**src/rtl/frame_buf_writer_pkg.sv**
```systemverilog
// Camera pipeline definitions shared by the capture stage and the frame buffer writer:
// default active video geometry and the writer FSM encoding.
package frame_buf_writer_pkg;

    localparam int CAM_H_ACTIVE = 640;
    localparam int CAM_V_ACTIVE = 480;

    typedef enum logic [1:0] {
        WAIT_SOF = 2'd0,
        ACTIVE   = 2'd1,
        COMMIT   = 2'd2
    } fbw_state_e;

endpackage

```
**src/rtl/frame_buf_writer.sv**
```systemverilog
// Writes a 2:1 x 2:1 decimated camera frame into one half of a ping-pong BRAM,
// then hands that bank to the display side only when the frame is complete.
module frame_buf_writer
    import frame_buf_writer_pkg::*;
#(
    parameter int H_ACTIVE = CAM_H_ACTIVE,
    parameter int V_ACTIVE = CAM_V_ACTIVE,
    parameter int ADDR_W   = 17
) (
    input  logic              p_clock,
    input  logic              rst,
    input  logic              vsync_en,
    input  logic              pixel_valid,
    input  logic [11:0]       pixel_data,
    input  logic              frame_done,
    output logic              wr_en,
    output logic [ADDR_W:0]   wr_addr,
    output logic [11:0]       wr_data,
    output logic              rd_bank,
    output logic              frame_ok,
    output logic              frame_err,
    output logic [7:0]        frame_cnt
);

    localparam int XW = $clog2(H_ACTIVE + 1);
    localparam int YW = $clog2(V_ACTIVE + 1);
    localparam int TW = $clog2(H_ACTIVE * V_ACTIVE + 1) + 1;

    localparam logic [XW-1:0] X_LAST    = XW'(H_ACTIVE - 1);
    localparam logic [YW-1:0] Y_END     = YW'(V_ACTIVE);
    localparam logic [TW-1:0] TOTAL_CNT = TW'(H_ACTIVE * V_ACTIVE);
    localparam logic [TW-1:0] TOTAL_MAX = '1;

    fbw_state_e        state_q, state_d;
    logic [XW-1:0]     x_q, x_d;
    logic [YW-1:0]     y_q, y_d;
    logic [TW-1:0]     total_q, total_d;
    logic [ADDR_W-1:0] addr_q, addr_d;
    logic              ovf_q, ovf_d;
    logic              wr_bank_q, wr_bank_d;
    logic              rd_bank_q, rd_bank_d;
    logic [7:0]        frame_cnt_q, frame_cnt_d;
    logic              wr_en_q, wr_en_d;
    logic [ADDR_W:0]   wr_addr_q, wr_addr_d;
    logic [11:0]       wr_data_q, wr_data_d;
    logic              frame_ok_q, frame_ok_d;
    logic              frame_err_q, frame_err_d;
    logic              clr;

    always_comb begin
        state_d     = state_q;
        x_d         = x_q;
        y_d         = y_q;
        total_d     = total_q;
        addr_d      = addr_q;
        ovf_d       = ovf_q;
        wr_bank_d   = wr_bank_q;
        rd_bank_d   = rd_bank_q;
        frame_cnt_d = frame_cnt_q;
        wr_en_d     = 1'b0;
        wr_addr_d   = wr_addr_q;
        wr_data_d   = wr_data_q;
        frame_ok_d  = 1'b0;
        frame_err_d = 1'b0;
        clr         = 1'b0;

        case (state_q)
            WAIT_SOF: begin
                if (vsync_en) begin
                    state_d = ACTIVE;
                    clr     = 1'b1;
                end
            end
            ACTIVE: begin
                if (vsync_en && !frame_done) begin
                    clr         = 1'b1;
                    frame_err_d = 1'b1;
                end else begin
                    if (pixel_valid) begin
                        // Lines past the bottom edge are dropped and poison the frame.
                        if (y_q >= Y_END) begin
                            ovf_d = 1'b1;
                        end else if (!x_q[0] && !y_q[0]) begin
                            wr_en_d   = 1'b1;
                            wr_addr_d = {wr_bank_q, addr_q};
                            wr_data_d = pixel_data;
                            addr_d    = addr_q + 1'b1;
                        end
                        if (total_q != TOTAL_MAX) begin
                            total_d = total_q + 1'b1;
                        end
                        if (x_q == X_LAST) begin
                            x_d = '0;
                            if (y_q < Y_END) begin
                                y_d = y_q + 1'b1;
                            end
                        end else begin
                            x_d = x_q + 1'b1;
                        end
                    end
                    if (frame_done) begin
                        state_d = COMMIT;
                    end
                end
            end
            COMMIT: begin
                if (total_q == TOTAL_CNT && !ovf_q) begin
                    rd_bank_d   = wr_bank_q;
                    wr_bank_d   = ~wr_bank_q;
                    frame_cnt_d = frame_cnt_q + 8'd1;
                    frame_ok_d  = 1'b1;
                end else begin
                    frame_err_d = 1'b1;
                end
                if (vsync_en) begin
                    state_d = ACTIVE;
                    clr     = 1'b1;
                end else begin
                    state_d = WAIT_SOF;
                end
            end
            default: state_d = WAIT_SOF;
        endcase

        if (clr) begin
            x_d     = '0;
            y_d     = '0;
            total_d = '0;
            addr_d  = '0;
            ovf_d   = 1'b0;
        end
    end

    always_ff @(posedge p_clock or posedge rst) begin
        if (rst) begin
            state_q     <= WAIT_SOF;
            x_q         <= '0;
            y_q         <= '0;
            total_q     <= '0;
            addr_q      <= '0;
            ovf_q       <= 1'b0;
            wr_bank_q   <= 1'b0;
            rd_bank_q   <= 1'b1;
            frame_cnt_q <= '0;
            wr_en_q     <= 1'b0;
            wr_addr_q   <= '0;
            wr_data_q   <= '0;
            frame_ok_q  <= 1'b0;
            frame_err_q <= 1'b0;
        end else begin
            state_q     <= state_d;
            x_q         <= x_d;
            y_q         <= y_d;
            total_q     <= total_d;
            addr_q      <= addr_d;
            ovf_q       <= ovf_d;
            wr_bank_q   <= wr_bank_d;
            rd_bank_q   <= rd_bank_d;
            frame_cnt_q <= frame_cnt_d;
            wr_en_q     <= wr_en_d;
            wr_addr_q   <= wr_addr_d;
            wr_data_q   <= wr_data_d;
            frame_ok_q  <= frame_ok_d;
            frame_err_q <= frame_err_d;
        end
    end

    assign wr_en     = wr_en_q;
    assign wr_addr   = wr_addr_q;
    assign wr_data   = wr_data_q;
    assign rd_bank   = rd_bank_q;
    assign frame_ok  = frame_ok_q;
    assign frame_err = frame_err_q;
    assign frame_cnt = frame_cnt_q;

endmodule

```
**config.mk**
```make
export PLATFORM = sky130hd
export DESIGN_NAME = frame_buf_writer
export DESIGN_NICKNAME = d
export VERILOG_FILES = /design/src/rtl/frame_buf_writer_pkg.sv /design/src/rtl/frame_buf_writer.sv
export SDC_FILE = /design/constraint.sdc
export NUM_CORES = 1
export LEC_CHECK = 0
export ABC_AREA = 1
export BUFFER_PORTS_ARGS = -buffer_cell sky130_fd_sc_hd__buf_4
export CAP_MARGIN = 10
export CORE_ASPECT_RATIO = 0.75
export CORE_MARGIN = 2
export CORE_UTILIZATION = 40
export DETAILED_ROUTE_END_ITERATION = 10
export GPL_ROUTABILITY_DRIVEN = 0
export SYNTH_ARGS = -nofsm -noshare
export SYNTH_HDL_FRONTEND = slang
export SYNTH_SLANG_ARGS = --single-unit
```
**constraint.sdc**
```tcl
create_clock -name p_clock -period 8.1 [get_ports p_clock]
set_clock_uncertainty 0.15 [all_clocks]
set_input_delay 0.81 -clock p_clock [delete_from_list [all_inputs] [get_ports p_clock]]
set_output_delay 0.81 -clock p_clock [all_outputs]
set_load 0.01 [all_outputs]
```
==> flow_metrics.tcl <==
set metrics [dict create \
    fin_hold_ws_ps 323.2 \
    slew_violations 0 \
    numCtsBuffers 9 \
    grt-busiest-layer "met2" \
    use_met1_pct 26.59 \
    placed_area_um2 6271 \
    power.total_mw 1.666 \
    clock-sinks 102 \
    synth_edf_count 0 \
    dpl.hpwl_um 9354 \
    synth-simple-area-share_pct 33.38 \
    clkTransAtPathRegs_ps 70 \
    internal-power_mw 1.038 \
    grt_pass1_wl_um 22710 \
    drc_errors 0 \
    start_util_pct 41.29 \
    drtIter0Drc 362 \
    maxCapViolCount 0 \
    dr.pass1.iters 7 \
    placementRows 37 \
    core_um2 13840 \
    critPathLaunch "state_q[0]" \
    clock_power_share_pct 27.1 \
    switching_share_pct 37.68 \
    leakage_nw 3.213 \
    fin_crit_sh_pct 32.81 \
    cp_max_fo 35 \
    status "complete, no violations" \
    synth.top_cells.by_area "dfrtp_1 (44%), nand2_1 (16%), nand3_1 (5.0%), inv_1 (4.9%), o21ai_1 (3.9%)" \
    synthFlopType "dfrtp_1" \
    rsz0062_at_grt "no" \
    wirelength_um 12960 \
    p_seq_share_pct 40.2 \
    die_h_um 107.5 \
    use_met2_pct 27.81 \
    cp_data_arrival_time_ps 2740 \
    ant_nets 0 \
    ctsHoldBuffers 0 \
    drt-wirelength-per-cell_um 13.32 \
    first_global_vias 4747 \
    cts_tree "built" \
    cts_setup_buffers 0 \
    hold_path_class "flop to flop" \
    crit_required_ps 8180 \
    synth-seq-cells 102 \
    min-delay-start "wr_bank_q" \
    use_met3_pct 4.582 \
    worst_pin_slew_ps 810.7 \
    critPathCaptureType "flop" \
    synth_top_family_by_area "simple AND/OR/NAND/NOR gates" \
    muxShareOfSynthArea_pct 0 \
    io_buffer_count 58 \
    vias 4892 \
    period_needed_ps 2657 \
    instances_no_fill 973 \
    placed_cells 957 \
    r2r-start "state_q[0]" \
    die_area_um2 15270 \
    yosysUniqueCellTypes 41 \
    syn-instance-count 737 \
    synth-warning-count 0 \
    area_delta_synth_final_pct 15.06 \
    synthAdderAreaFrac_pct 2.408 \
    finalSetupTns_ps 0 \
    powerDensity_nw_per_um2 253.4 \
    synth-compound-area-share_pct 8.997 \
    clk_path_buf_depth 2 \
    finish.instance_area_um2 6576 \
    power_switching_mw 0.6278 \
    synth_top_area_share_pct 44.22 \
    diodes 0 \
    grt_overflow 0 \
    track_usage_pct 18.55 \
    startpoint_type "flop" \
    synthesis.area_um2 5715 \
    antenna_found_initial 0 \
    setup_viol 0 \
    avgSynthCellArea_um2 7.755 \
    syn-num-nets 765 \
    insertion_delay_ps 360 \
    synthArstFlopShare_pct 100.0 \
    hold_viol_final 0 \
    die_width_um 142.0 \
    finish.utilization_pct 47.51 \
    fin_nets 821 \
    yosysTopAreaCell "dfrtp_1" \
    vias_per_cell 5.028 \
    ys_seq_area_share_pct 44.68 \
    synth-xor-area-share_pct 2.912 \
    htreeDepth 3 \
    crit_type "flop to flop" \
    cts_resized 0 \
    cts.root.buffer_cell "clkbuf_16" \
    slew_headroom_pct 45.95 \
    fmax_mhz 376.3 \
    grt_max_degree 62 \
    irDropWorstVdd_mv 0.1248 \
    io_pins 59 \
    pre_cts_ws_ps 5467 \
    worst_slack_ps 5443 \
    drive_gt1_share_pct 16.29 \
    power_frac_comb_pct 32.7 \
]
-- layout by cell type, fill, tap and decap left out, drive strengths merged, types with 2 or more instances in the layout --
master	instances
inv	90
o22ai	5
nor2	61
nand2	256
buf	59
dfrtp	101
nand4	24
nand3	60
clkbuf	9
nor3	11
a21oi	10
ha	11
o21ai	65
clkinv	2
nand3b	2
or2	2
xor2	15
xnor2	4
-- cells in the mapped netlist, types with 2 or more instances --
library cell / count
or2_2: 2
o21ai_2: 10
nor2_8: 3
inv_2: 13
xor2_1: 15
nor2_2: 4
o21ai_1: 44
nor3_1: 11
nor2_1: 51
a21oi_1: 9
buf_6: 6
nand2_4: 4
nand3_1: 57
ha_1: 11
xnor2_1: 4
nand2_1: 245
o21ai_4: 2
o21ai_0: 9
nand3_2: 3
nand2_2: 6
dfrtp_1: 101
buf_2: 6
nor2_4: 3
nand3b_1: 2
nand4_1: 23
o22ai_1: 5
inv_1: 74
-- registers in the layout, indices dropped and copies added (netlist names) --
name,flops
total_q,20
wr_data,12
wr_addr,18
wr_en,1
frame_ok,1
x_q,10
rd_bank,1
state_q,2
frame_cnt,8
y_q,9
frame_err,1
wr_bank_q,1
addr_q,17
ovf_q,1
-- worst max-delay path, cell delays in order, from the launching register on --
cell and delay, ps:
dfrtp_1 460, inv_1 110, ha_1 400, nor2_1 150
nand2_4 120, nand2_8 180, o21ai_2 150, nand3_2 510
nand2_1 210, o21ai_1 90
-- final timing paths --
path / slack [ps] / cells past startpoint / to
min reg2reg: 320 / 2 / wr_bank_q
max in group asynchronous: 6220 / 3 / frame_ok
max: 5440 / 9 / total_q[19]
min: 320 / 2 / wr_bank_q
min in group asynchronous: 350 / 2 / wr_addr[14]
max reg2reg: 5440 / 9 / total_q[19]
-- area by class of cell --
type,instances,area [um2]
Clock buffer,9,225.2
Clock inverter,7,80.08
Fill cell,1344,7266
Inverter,87,329.1
Multi-Input combinational cell,534,2726
Sequential cell,102,2554
Tap cell,175,219.0
Timing Repair Buffer,59,442.9
-- logic make-up after synthesis --
family                   Yosys count
AO/OA/AOI/OAI                     86
XOR/XNOR                          19
adder cells (fa/ha/maj)           11
flip-flops                       102
AND/OR/NAND/NOR                  418
buffers and inverters            101
-- metal layers --
metal	part of all wire (%)	vias up
met5	0	-
met4	1.1	0
met3	5.8	13
met2	42	115
met1	51	2278
li1	-	2486
-- power by group through the flow --
stage               clock network [mW]  registers (mW)  logic, mW
floorplan                            0           0.689      0.381
global placement                     0           0.674      0.536
detailed placement                   0           0.677      0.550
CTS                              0.469           0.670      0.550
global route                     0.489           0.684      0.614
finish                           0.452           0.670      0.544
(Power assumes the default switching activity.)
